==> config.mk <==
export PLATFORM = sky130hd
export DESIGN_NAME = cv32e40p_hwloop_seq
export DESIGN_NICKNAME = d
export VERILOG_FILES = /design/src/rtl/cv32e40p_hwloop_seq.sv
export SDC_FILE = /design/constraint.sdc
export NUM_CORES = 1
export LEC_CHECK = 0
export BUFFER_PORTS_ARGS = -buffer_cell sky130_fd_sc_hd__buf_2
export CAP_MARGIN = 25
export CORE_AREA = 2 2 103 105
export CTS_CLUSTER_DIAMETER = 60
export CTS_CLUSTER_SIZE = 20
export DETAILED_ROUTE_END_ITERATION = 10
export DIE_AREA = 0 0 105 107
export MAX_ROUTING_LAYER = met4
export PLACE_DENSITY = 0.59
export RECOVER_POWER = 100
export SYNTH_ARGS = -nofsm -noshare
export SYNTH_HDL_FRONTEND = slang
export SYNTH_SLANG_ARGS = --single-unit
export TNS_END_PERCENT = 5
==> constraint.sdc <==
create_clock -name clk -period 6 [get_ports clk]
set_input_delay 0 -clock clk [delete_from_list [all_inputs] [get_ports clk]]
set_output_delay 0 -clock clk [all_outputs]
set_load 0.01 [all_outputs]
==> src/rtl/cv32e40p_hwloop_seq.sv <==
// Hardware-loop sequencer: detects retirement of a loop's last instruction, issues
// counter decrements to the loop registers and a registered loop-back redirect to fetch.
module cv32e40p_hwloop_seq #(
    parameter int N_REGS = 2
) (
    input  logic                 clk,
    input  logic                 rst,
    input  logic [31:0]          pc_i,
    input  logic                 instr_valid_i,
    input  logic [N_REGS*32-1:0] hwlp_start_i,
    input  logic [N_REGS*32-1:0] hwlp_end_i,
    input  logic [N_REGS*32-1:0] hwlp_cnt_i,
    input  logic [2:0]           hwlp_we_i,
    input  logic                 jump_ready_i,
    input  logic                 flush_i,
    output logic                 jump_req_o,
    output logic [31:0]          jump_target_o,
    output logic [N_REGS-1:0]    hwlp_dec_cnt_o,
    output logic                 valid_o,
    output logic                 busy_o
);

    typedef enum logic [1:0] {
        IDLE,
        WSYNC,
        JUMP
    } state_e;

    state_e      state_q;
    logic        jump_req_q;
    logic [31:0] jump_target_q;
    logic        wr_pend_q;

    logic [N_REGS-1:0] loop_match;
    logic [N_REGS-1:0] scan_dec;
    logic              scan_hit;
    logic [31:0]       scan_target;
    logic              scan_go;
    logic              eval_en;
    logic              we_any;

    assign we_any  = |hwlp_we_i;
    assign eval_en = (state_q == IDLE) && instr_valid_i && !we_any && !flush_i && !rst;

    always_comb begin
        for (int k = 0; k < N_REGS; k++) begin
            loop_match[k] = (hwlp_cnt_i[k*32 +: 32] != 32'd0) &&
                            (pc_i == hwlp_end_i[k*32 +: 32]);
        end
    end

    // Innermost-first scan: an exiting loop (count 1) lets the next outer loop be
    // considered; the first loop that still iterates supplies the target and ends the scan.
    // NOTE: every variable assigned here gets a default first so no latch is inferred.
    always_comb begin
        scan_dec    = '0;
        scan_hit    = 1'b0;
        scan_target = 32'h0;
        scan_go     = 1'b1;
        for (int k = 0; k < N_REGS; k++) begin
            if (scan_go && loop_match[k]) begin
                scan_dec[k] = 1'b1;
                if (hwlp_cnt_i[k*32 +: 32] != 32'd1) begin
                    scan_hit    = 1'b1;
                    scan_target = hwlp_start_i[k*32 +: 32];
                    scan_go     = 1'b0;
                end
            end
        end
    end

    assign hwlp_dec_cnt_o = eval_en ? scan_dec : '0;
    assign valid_o        = |hwlp_dec_cnt_o;

    // NOTE: sequential state uses non-blocking assignments only, so every register
    // samples the pre-edge values and update order inside the block does not matter.
    always_ff @(posedge clk) begin
        if (rst) begin
            state_q       <= IDLE;
            jump_req_q    <= 1'b0;
            jump_target_q <= 32'h0;
            wr_pend_q     <= 1'b0;
        end else if (flush_i) begin
            state_q    <= IDLE;
            jump_req_q <= 1'b0;
            wr_pend_q  <= 1'b0;
        end else begin
            case (state_q)
                IDLE: begin
                    if (we_any) begin
                        state_q <= WSYNC;
                    end else if (eval_en && scan_hit) begin
                        state_q       <= JUMP;
                        jump_req_q    <= 1'b1;
                        jump_target_q <= scan_target;
                    end
                end
                WSYNC: begin
                    if (!we_any) begin
                        state_q <= IDLE;
                    end
                end
                JUMP: begin
                    // A loop-register write during the redirect is remembered and
                    // synchronised once fetch has taken the jump.
                    if (jump_ready_i) begin
                        jump_req_q <= 1'b0;
                        wr_pend_q  <= 1'b0;
                        state_q    <= (wr_pend_q || we_any) ? WSYNC : IDLE;
                    end else if (we_any) begin
                        wr_pend_q <= 1'b1;
                    end
                end
                default: begin
                    state_q    <= IDLE;
                    jump_req_q <= 1'b0;
                    wr_pend_q  <= 1'b0;
                end
            endcase
        end
    end

    assign jump_req_o    = jump_req_q;
    assign jump_target_o = jump_target_q;
    assign busy_o        = (state_q != IDLE);

endmodule
==> reports/summary.log, run 1 <==
qor: status.status complete, but fails checks
qor: status.violated_checks capacitance limit, slew limit
qor: clock_network.cts_root_buf sky130_fd_sc_hd__clkbuf_8
qor: layout.num_antenna_cells 0
qor: die.die_h 107 µm
qor: layout.syn2layout_area_growth 60.6%
qor: place.dpl.hpwl 8880 µm
qor: clock_network.clock_insertion_delay_worst_skew 290 ps
qor: place.numPortBuffers 268
qor: hold_path.min_path_type in2reg
qor: route.totalWireLength 11000 µm
qor: setup_path.cp_slowest_cell sky130_fd_sc_hd__clkbuf_1
qor: route.drt_iter0_drc 107
qor: grt.pin_count_of_the_biggest_net_entering_global_routing 35
qor: logic_synthesis.asyncSetResetFlopFracSynth 0
qor: clock_network.clkSinkCount 36
qor: die.floorplan.die_area 11200 µm²
qor: timing.min_period_over_period 0.524
qor: layout.finalNetCount 849
qor: timing.hold_viol 0
qor: logic_synthesis.yosys.cell_count.top_type sky130_fd_sc_hd__inv_1
qor: timing.tightestPinTransition 1640 ps
qor: logic_synthesis.netlist_area 2760 µm²
qor: logic_synthesis.post_synth_num_cell_types 30
qor: layout.stdcell_count 754
qor: timing.timing.final.crit_period 3150 ps
qor: place.placement.setup.worst_slack 3410 ps
qor: power.finalPower 594 µW
qor: logic_synthesis.synth_top_cell_by_area sky130_fd_sc_hd__dfxtp_1
qor: setup_path.setup.worst_path.end_class register
qor: die.placementRows 37
qor: setup_path.critical_path_arrival 3320 ps
qor: setup_path.worst-path-max-fanout 32
qor: place.detailed_place.area 4200 µm²
qor: setup_path.worst-setup-path-type reg2reg
qor: route.postRouteAntennaNets 0
qor: timing.slew-limit-headroom -0.0954
qor: run.maxCapViolations 1
qor: route.post_drt_via_cell_ratio 4.55
qor: power.power_density 134 nW/µm²
qor: route.wl_per_cell 14.6 µm
qor: logic_synthesis.postSynthRegisterBits 36
qor: route.vias 3427
qor: logic_synthesis.synthDominantCellAreaShare 0.261
qor: route.first_pass_iters 4
qor: setup_path.cp_slowest_stage_delay 650 ps
qor: clock_network.htree_levels 2
qor: logic_synthesis.synth.avg_cell_area 8.67 µm²
qor: timing.fmaxAchievable 0.318 GHz
qor: setup_path.worst_setup_path_start_kind register
qor: timing.rsz_0062_raised_after_global_routing no
qor: place.dp.cells 711
qor: timing.setup_violating_endpoint_count_in_the_final_report 0
qor: die.die_x 105 µm
qor: die.fp.coreArea 10100 µm²
qor: layout.final.fill_count 1104
qor: place.finalWeightedCongestion 1.03
qor: setup_path.path_cells nor4_1 -> and3_1 -> nand3_1 -> or4b_1 -> o31a_2 -> clkbuf_1 -> a221oi_1
qor: clock_network.tritoncts done
qor: grt.grt_pass1_wl 16900 µm
qor: clock_network.clk_pin_slew_worst_paths 80 ps
qor: logic_synthesis.seq_area_frac_synth 0.261
qor: power.worst_ir_drop_vdd 80.0 µV
qor: timing.maxSlewViolCount 33
qor: power.power.static_leakage 0.00203 µW
qor: clock_network.cts_buffer_depth 2
qor: logic_synthesis.synthesis.yosys.warnings 0
qor: timing.final.setup.worst_slack 2850 ps
qor: timing.skew 10.2 ps
qor: grt.antenna_found_initial 0
qor: grt.total_routing_resource_utilization_after_global_routing 0.193
qor: logic_synthesis.synth_flop_cell sky130_fd_sc_hd__dfxtp_1
qor: logic_synthesis.synth_commonest_cells sky130_fd_sc_hd__inv_1, sky130_fd_sc_hd__dfxtp_1, sky130_fd_sc_hd__o21bai_1, sky130_fd_sc_hd__xnor2_1, sky130_fd_sc_hd__xor2_1
qor: timing.timing.setup.tns 0 ps
qor: logic_synthesis.synthCells 318
qor: clock_network.ctsResizeCount 0
qor: logic_synthesis.synthesis.nets 550
qor: clock_network.cts_buf_count 5
qor: grt.first_global_vias 3484
qor: setup_path.critical_path_required_time 6170 ps
qor: logic_synthesis.synthTopCellsByArea sky130_fd_sc_hd__dfxtp_1, sky130_fd_sc_hd__a221oi_2, sky130_fd_sc_hd__xnor2_1
qor: grt.globalRoute.totalOverflow 0
qor: route.drt_drc_violations_left 0
qor: logic_synthesis.number_of_flops_mapped_to_enable_cells_by_yosys 0
qor: die.initial_utilization 0.273
qor: die.ioPinCount 269
qor: layout.final_design_area_no_fill 4430 µm²
qor: layout.layout-drive-gt1-share 0.400
-- routing by layer --
layer	GRT usage	up-vias	routed length [µm]
li1	-	1713	-
met4	0.0371	0	107
met1	0.229	1550	4660
met2	0.347	152	5620
met3	0.0292	12	650
met5	-	-	0
-- through the flow --
| step | util | hold slack [ps] |
|---|---|---|
| after global placement | 0.416 | 250 |
| after global routing | 0.439 | 12.8 |
| after floorplan | - | 143 |
| after CTS | 0.459 | 15.2 |
| final | 0.439 | 12.9 |
| after detailed placement | 0.416 | 257 |
-- critical path: cells and delay by family (launching register included) --
family	cells	cell delay, ps
AND/OR/NAND/NOR	4	1340
AO/OA/AOI/OAI	2	660
buffers and inverters	1	650
flip-flops	1	370
-- final timing paths --
kind                                         end  slack, ps       startpoint  cells after the start
worst min-delay path            jump_target_o[5]         10  hwlp_start_i[5]                      3
worst min register to register        jump_req_o        450       jump_req_o                      2
worst max-delay path            jump_target_o[8]       2850       state_q[1]                      7
worst max register to register  jump_target_o[8]       2850       state_q[1]                      7
-- state kept, by name, summed over array words and instances, names as in the netlist --
name / flops
jump_target_o: 32
jump_req_o: 1
state_q: 2
wr_pend_q: 1
-- power breakdown --
part           leakage (µW)  internal (µW)  switching, µW
clock             0.0000445           93.5           91.8
combinational       0.00169            102           67.1
sequential         0.000290            239          0.378
total               0.00203            435            159
-- cell usage in the layout, fill, tap and decap left out, drive strengths merged, types with 3 or more instances in the layout --
master / count
nor4: 25
dfxtp: 36
xor2: 32
o21bai: 32
nand2: 6
o21ai: 3
a221oi: 32
a21oi: 3
nor2: 6
inv: 69
clkbuf: 44
nand4: 12
nor3: 3
buf: 234
xnor2: 32
dlygate4sd3: 34
-- repair_timing --
action / 4_1_cts / 5_1_grt
hold buffers: 34 / 0
endpoints found under the hold margin: 34 / 0
setup buffers: 0 / 0
setup endpoints to repair: 0 / 0
-- cell type report --
type | instances | area (µm²) | share of cell area
clock buffer | 7 | 86.3 | 0.0195
sequential | 36 | 721 | 0.163
tap | 136 | 170 | 0.0384
multi-input combinational | 200 | 1530 | 0.345
inverter | 69 | 259 | 0.0585
timing repair buffer | 305 | 1660 | 0.374
clock inverter | 1 | 7.51 | 0.00170
-- cell families (layout without fill, tap and decap cells) --
kind of cell              Yosys count  in the layout  synth area share
xor gates and xnor gates           64             64             0.203
and+or+nand+nor                    62             62             0.136
DFF                                36             36             0.261
AOI/OAI and AO/OA                  74             74             0.276
buffers and inverters              82            382             0.124
Power figures use the tool's default switching activity.
==> inputs of run 2 (changes only) <==
--- a/config.mk
+++ b/config.mk
@@ -13,7 +13,7 @@
 export DETAILED_ROUTE_END_ITERATION = 10
 export DIE_AREA = 0 0 105 107
 export MAX_ROUTING_LAYER = met4
-export PLACE_DENSITY = 0.59
+export PLACE_DENSITY = 0.62
 export RECOVER_POWER = 100
 export SYNTH_ARGS = -nofsm -noshare
 export SYNTH_HDL_FRONTEND = slang
==> constraint.sdc (replaced) <==
create_clock -name clk -period 2.7 [get_ports clk]
set_input_delay 0 -clock clk [delete_from_list [all_inputs] [get_ports clk]]
set_output_delay 0 -clock clk [all_outputs]
set_load 0.01 [all_outputs]
==> reports/summary.log, run 2 (synthesis results as in run 1) <==
qor: setup_path.cp_slowest_stage_delay 520 ps [-130 ps]
qor: power.cell_internal_pwr 986 µW [+130%]
qor: die.initial_utilization 0.273 [unchanged]
qor: layout.multi_input_area 1530 µm² [about the same]
qor: grt.total_routing_resource_utilization_after_global_routing 0.198 [+0.00573]
qor: timing.skew 9.36 ps [-0.788 ps]
qor: power.power_density 296 nW/µm² [+120%]
qor: clock_network.cts_buffer_depth 2 [unchanged]
qor: place.numPortBuffers 268 [unchanged]
qor: layout.syn2layout_area_growth 62.0%
qor: power.seq_power_share 0.403 [about the same]
qor: route.first_pass_iters 4 [unchanged]
qor: clock_network.htree_levels 2 [unchanged]
qor: die.floorplan.die_area 11200 µm² [unchanged]
qor: power.swShare 0.254 [-0.0143]
qor: setup_path.worst_setup_path_start_kind register
qor: setup_path.critPathBufInv 1 [unchanged]
qor: power.finalPower 1320 µW [+120%]
qor: timing.hold_slack -0.177 ps [-13.1 ps]
qor: clock_network.cts_buf_count 5 [unchanged]
qor: place.placement.setup.worst_slack 388 ps [-3020 ps]
qor: layout.finalNetCount 854 [+0.59%]
qor: layout.most_frequent_cells_in_the_layout sky130_fd_sc_hd__buf_2, sky130_fd_sc_hd__inv_1, sky130_fd_sc_hd__dfxtp_1, sky130_fd_sc_hd__clkbuf_1
qor: route.postRouteAntennaNets 0 [unchanged]
qor: layout.final.fill_count 1065 [-3.5%]
qor: die.ioPinCount 269 [unchanged]
qor: setup_path.setup.worst_path.end_class register
qor: setup_path.worst_path_dominant_cell_family simple AND/OR/NAND/NOR gates
qor: setup_path.path_cells nor4_1 -> and3_1 -> nand3_2 -> or4b_1 -> o31a_2 -> buf_4 -> a221oi_1
qor: power.power.share.clock 0.311 [about the same]
qor: route.drt_iter0_drc 124 [+16%]
qor: route.drt_drc_violations_left 0 [unchanged]
qor: layout.num_antenna_cells 0 [unchanged]
qor: clock_network.clk_pin_slew_worst_paths 70 ps [about the same]
qor: die.fp.coreArea 10100 µm² [unchanged]
qor: hold_path.min-delay-start flush_i
qor: layout.final_design_area_no_fill 4460 µm² [+0.85%]
qor: layout.layout-drive-gt1-share 0.410 [+0.0103]
qor: setup_path.worst-path-max-fanout 23 [-28%]
qor: grt.globalRoute.totalOverflow 0 [unchanged]
qor: status.violated_checks hold timing
qor: timing.timing.final.crit_period 2340 ps [-808 ps]
qor: setup_path.cp_slowest_cell sky130_fd_sc_hd__or4b_1
qor: hold_path.timing.hold.worst_endpoint state_q[0]
qor: power.power.static_leakage 0.00206 µW [+1.7%]
qor: timing.hold_viol 1 [+1]
qor: die.placementRows 37 [unchanged]
qor: clock_network.tritoncts done
qor: setup_path.startpoint_of_the_lowest_slack_register_to_register_path state_q[1]
qor: grt.antenna_found_initial 0 [unchanged]
qor: timing.rsz_0062_raised_after_global_routing no
qor: grt.grt_pass1_wl 17300 µm [+2.7%]
qor: setup_path.timing.reg2reg.worst_path_depth 7 [unchanged]
qor: hold_path.depth_of_the_worst_hold_timing_path 4 [+1]
qor: power.worst_ir_drop_vdd 200 µV [+150%]
qor: route.wl_per_cell 14.8 µm [+1.4%]
qor: clock_network.cts_root_buf sky130_fd_sc_hd__clkbuf_8
qor: route.totalWireLength 11300 µm [+2.0%]
qor: place.finalWeightedCongestion 0.995 [-3.2%]
qor: timing.slew-limit-headroom 0.683 [+0.778]
qor: power.comb_power_share 0.286 [about the same]
qor: hold_path.min_path_type in2reg
qor: timing.setup_violating_endpoint_count_in_the_final_report 0 [unchanged]
qor: timing.maxSlewViolCount 0 [-100%]
qor: grt.pin_count_of_the_biggest_net_entering_global_routing 34 [-2.9%]
qor: setup_path.r2r_setup_slack 360 ps [-2490 ps]
qor: timing.fmaxAchievable 0.428 GHz [+35%]
qor: place.detailed_place.area 4260 µm² [+1.4%]
qor: die.die_h 107 µm [unchanged]
qor: timing.min_period_over_period 0.866 [+0.342]
qor: setup_path.regToRegEndpoint jump_target_o[8]
qor: power.switchingPower 336 µW [+110%]
qor: grt.first_global_vias 3662 [+5.1%]
qor: setup_path.critical_path_required_time 2890 ps [-3280 ps]
qor: die.die_x 105 µm [unchanged]
qor: route.post_drt_via_cell_ratio 4.55 [about the same]
qor: place.dpl.hpwl 9130 µm [+2.9%]
qor: route.vias 3447 [+0.58%]
qor: layout.final_core_utilization 0.442 [+0.00372]
qor: layout.largest_register_ffs 32 [unchanged]
qor: layout.seqCellArea 721 µm² [unchanged]
qor: timing.final.setup.worst_slack 362 ps [-2490 ps]
qor: setup_path.worst-setup-path-type reg2reg
qor: layout.final_common_cell sky130_fd_sc_hd__buf_2
qor: run.maxCapViolations 0 [-1]
qor: timing.timing.setup.tns 0 ps [unchanged]
qor: clock_network.clkSinkCount 36 [unchanged]
qor: setup_path.critical_path_arrival 2520 ps [-800 ps]
qor: status.status complete, but fails checks
qor: clock_network.post_cts_setup_bufs 0 [unchanged]
qor: timing.tightestPinTransition 471 ps [-1170 ps]
qor: clock_network.clock_insertion_delay_worst_skew 280 ps [about the same]
[run 2: how the worst max path moves through the flow]
stage	start	to	slack, ps	cells past startpoint
after floorplan	state_q[1]	jump_target_o[19]	640	8
after global placement	state_q[1]	jump_target_o[9]	490	7
after detailed placement	state_q[1]	jump_target_o[8]	390	7
after CTS	state_q[1]	jump_target_o[8]	370	7
after global routing	state_q[1]	jump_target_o[8]	130	7
final	state_q[1]	jump_target_o[8]	360	7
[run 2: power by group through the flow]
| stage | sequential, µW | clock (µW) | combinational [µW] |
|---|---|---|---|
| floorplan | 545 | 0 | 129 |
| global placement | 545 | 0 | 344 |
| detailed placement | 545 | 0 | 348 |
| CTS | 532 | 429 | 385 |
| global route | 532 | 459 | 414 |
| finish | 532 | 411 | 378 |
[run 2: area by class of cell]
class / instances / share of cell area
inverters: 69 / 0.0580
clock buffers: 7 / 0.0216
flip-flops and latches: 36 / 0.161
multi-input cells: 200 / 0.342
repair buffers: 310 / 0.379
well taps: 136 / 0.0381
[run 2: per-stage QoR]
step	hold slack, ps	instances
floorplan	143	318
CTS	0.345	758
finish	-0.177	758
detailed placement	255	719
global route	8.65	758
global placement	251	719
[run 2: what timing repair did]
| action | 4_1_cts | 5_1_grt |
|---|---|---|
| hold buffers | 32 | 0 |
| gates resized for setup | 0 | 0 |
| endpoints found under the hold margin | 32 | 0 |
[run 2: worst min-delay path, stage by stage]
cell	delay, ps
sky130_fd_sc_hd__buf_2	100
sky130_fd_sc_hd__nor2_1	60
sky130_fd_sc_hd__nand2_1	50
sky130_fd_sc_hd__a21oi_1	30
[run 2: routing by layer]
metal | wire (µm) | track usage | vias up | part of all wire
met5 | 0 | - | - | 0
met1 | 4670 | 0.229 | 1568 | 0.42
met4 | 156 | 0.0514 | 0 | 0.014
li1 | - | - | 1719 | -
met2 | 5810 | 0.359 | 147 | 0.52
met3 | 616 | 0.0298 | 13 | 0.055
==> inputs of run 3 (changes only) <==
--- a/config.mk
+++ b/config.mk
@@ -8,6 +8,7 @@
 export BUFFER_PORTS_ARGS = -buffer_cell sky130_fd_sc_hd__buf_2
 export CAP_MARGIN = 25
 export CORE_AREA = 2 2 103 105
+export CTS_BUF_LIST = sky130_fd_sc_hd__clkbuf_16
 export CTS_CLUSTER_DIAMETER = 60
 export CTS_CLUSTER_SIZE = 20
 export DETAILED_ROUTE_END_ITERATION = 10
==> reports/summary.log, run 3 (synthesis results as in run 1) <==
qor: power.power.static_leakage 0.00208 µW [+0.68%]
qor: route.postRouteAntennaNets 0 [unchanged]
qor: clock_network.clock_insertion_delay_worst_skew 270 ps [about the same]
qor: grt.antenna_found_initial 0 [unchanged]
qor: power.finalPower 1440 µW [+9.0%]
qor: grt.pin_count_of_the_biggest_net_entering_global_routing 34 [unchanged]
qor: power.power_density 321 nW/µm² [+8.4%]
qor: hold_path.min-delay-start flush_i
qor: timing.slew-limit-headroom 0.683 [unchanged]
qor: timing.maxSlewViolCount 0 [unchanged]
qor: timing.rsz_0062_raised_after_global_routing no
qor: route.post_drt_via_cell_ratio 4.56 [+0.38%]
qor: grt.grt_pass1_wl 17300 µm [unchanged]
qor: clock_network.htree_levels 2 [unchanged]
qor: clock_network.clk_pin_slew_worst_paths 50 ps [-20 ps]
qor: timing.setup_violating_endpoint_count_in_the_final_report 0 [unchanged]
qor: layout.syn2layout_area_growth 63.0%
qor: route.drt_iter0_drc 139 [+12%]
qor: layout.stdcell_count 758 [unchanged]
qor: setup_path.critical_path_arrival 2530 ps [about the same]
qor: die.floorplan.die_area 11200 µm² [unchanged]
qor: timing.hold_slack 14.1 ps [+14.3 ps]
qor: layout.final_common_cell sky130_fd_sc_hd__buf_2
qor: place.dpl.hpwl 9130 µm [unchanged]
qor: timing.timing.final.crit_period 2370 ps [+27.8 ps]
qor: setup_path.critical_path_required_time 2860 ps [-30 ps]
qor: place.finalWeightedCongestion 0.995 [unchanged]
qor: setup_path.r2r_setup_slack 330 ps [-30 ps]
qor: clock_network.cts_buf_count 5 [unchanged]
qor: setup_path.worst_setup_path_start_kind register
qor: timing.tightestPinTransition 471 ps [unchanged]
qor: status.status completed
qor: hold_path.min_path_type in2reg
qor: timing.hold_viol 0 [-1]
qor: route.first_pass_iters 4 [unchanged]
qor: setup_path.startpoint_of_the_lowest_slack_register_to_register_path state_q[1]
qor: clock_network.cts_buffer_depth 2 [unchanged]
qor: die.initial_utilization 0.273 [unchanged]
qor: hold_path.depth_of_the_worst_hold_timing_path 4 [unchanged]
qor: die.die_h 107 µm [unchanged]
qor: clock_network.tritoncts done
qor: layout.largest_register_ffs 32 [unchanged]
qor: route.totalWireLength 11200 µm [-0.24%]
qor: grt.total_routing_resource_utilization_after_global_routing 0.197 [-0.000925]
qor: setup_path.regToRegEndpoint jump_target_o[10]
qor: place.dp.cells 719 [unchanged]
qor: grt.first_global_vias 3672 [+0.27%]
qor: die.ioPinCount 269 [unchanged]
qor: place.numPortBuffers 268 [unchanged]
qor: timing.fmaxAchievable 0.423 GHz [-1.2%]
qor: power.worst_ir_drop_vdd 186 µV [-6.6%]
qor: die.die_x 105 µm [unchanged]
qor: layout.finalNetCount 854 [unchanged]
qor: layout.layout-drive-gt1-share 0.405 [-0.00482]
qor: clock_network.post_cts_setup_bufs 0 [unchanged]
qor: timing.timing.setup.tns 0 ps [unchanged]
qor: die.fp.coreArea 10100 µm² [unchanged]
qor: route.drt_drc_violations_left 0 [unchanged]
qor: layout.num_antenna_cells 0 [unchanged]
qor: clock_network.cts_root_buf sky130_fd_sc_hd__clkbuf_16
qor: setup_path.worst-setup-path-type reg2reg
qor: run.maxCapViolations 0 [unchanged]
qor: hold_path.timing.hold.worst_endpoint state_q[0]
qor: setup_path.worst-path-max-fanout 11 [-52%]
qor: timing.min_period_over_period 0.876 [+0.0103]
qor: setup_path.timing.reg2reg.worst_path_depth 7 [unchanged]
qor: route.wl_per_cell 14.8 µm [-0.24%]
qor: grt.globalRoute.totalOverflow 0 [unchanged]
qor: route.route.top_layer_used met4
qor: setup_path.setup.worst_path.end_class register
qor: clock_network.clkSinkCount 36 [unchanged]
qor: layout.most_frequent_cells_in_the_layout sky130_fd_sc_hd__buf_2, sky130_fd_sc_hd__inv_1, sky130_fd_sc_hd__dfxtp_1, sky130_fd_sc_hd__clkbuf_1
qor: die.placementRows 37 [unchanged]
qor: route.drt_met1_wl 4680 µm [+0.17%]
qor: route.met2WireLength 5800 µm [about the same]
qor: timing.skew 6.41 ps [-2.96 ps]
qor: route.met3WireLength 605 µm [-1.8%]
qor: route.vias 3460 [+0.38%]
run 3: report_power, final:
group | internal [µW] | switching (µW)
clock network | 330 | 201
registers | 532 | 0.877
logic | 227 | 150
total | 1090 | 352
run 3: how the worst max path moves through the flow:
stage	startpoint	endpoint	slack (ps)	cells after the start
3_3_place_gp	state_q[1]	jump_target_o[9]	490	7
6_report	state_q[1]	jump_target_o[10]	330	7
4_1_cts	state_q[1]	jump_target_o[8]	370	7
2_1_floorplan	state_q[1]	jump_target_o[19]	640	8
5_1_grt	state_q[1]	jump_target_o[31]	120	7
3_5_place_dp	state_q[1]	jump_target_o[8]	390	7
run 3: timing repair:
action | 4_1_cts | 5_1_grt
hold endpoints to repair | 32 | 0
gates resized for setup | 0 | 0
hold buffers | 32 | 0
run 3: final cells by class:
class                           count  area (µm²)
Clock inverter                      2        7.51
Sequential cell                    36         721
Tap cell                          136         170
Timing Repair Buffer              310        1690
Fill cell                        1062        5600
Inverter                           69         259
Clock buffer                        5         125
Multi-Input combinational cell    200        1520
run 3: stage by stage:
step           instance area, µm²   util  worst slack (ps)
3_5_place_dp                 4260  0.422               388
3_3_place_gp                 4260  0.422               492
4_1_cts                      4710  0.467               374
6_report                     4490  0.445               334
5_1_grt                      4490  0.445               124
2_1_floorplan                2760      -               642
run 3: layer usage:
layer | up-vias | track usage
li1 | 1720 | -
met1 | 1584 | 0.230
met2 | 145 | 0.360
met3 | 11 | 0.0280
met4 | 0 | 0.0457
met5 | - | -
run 3: critical path, stage by stage (launching register included):
cell and delay, ps:
sky130_fd_sc_hd__dfxtp_1 360, sky130_fd_sc_hd__nor4_1 360, sky130_fd_sc_hd__and3_1 260, sky130_fd_sc_hd__nand3_2 90, sky130_fd_sc_hd__or4b_1 520, sky130_fd_sc_hd__o31a_2 140, sky130_fd_sc_hd__clkbuf_2 220, sky130_fd_sc_hd__a221oi_1 310
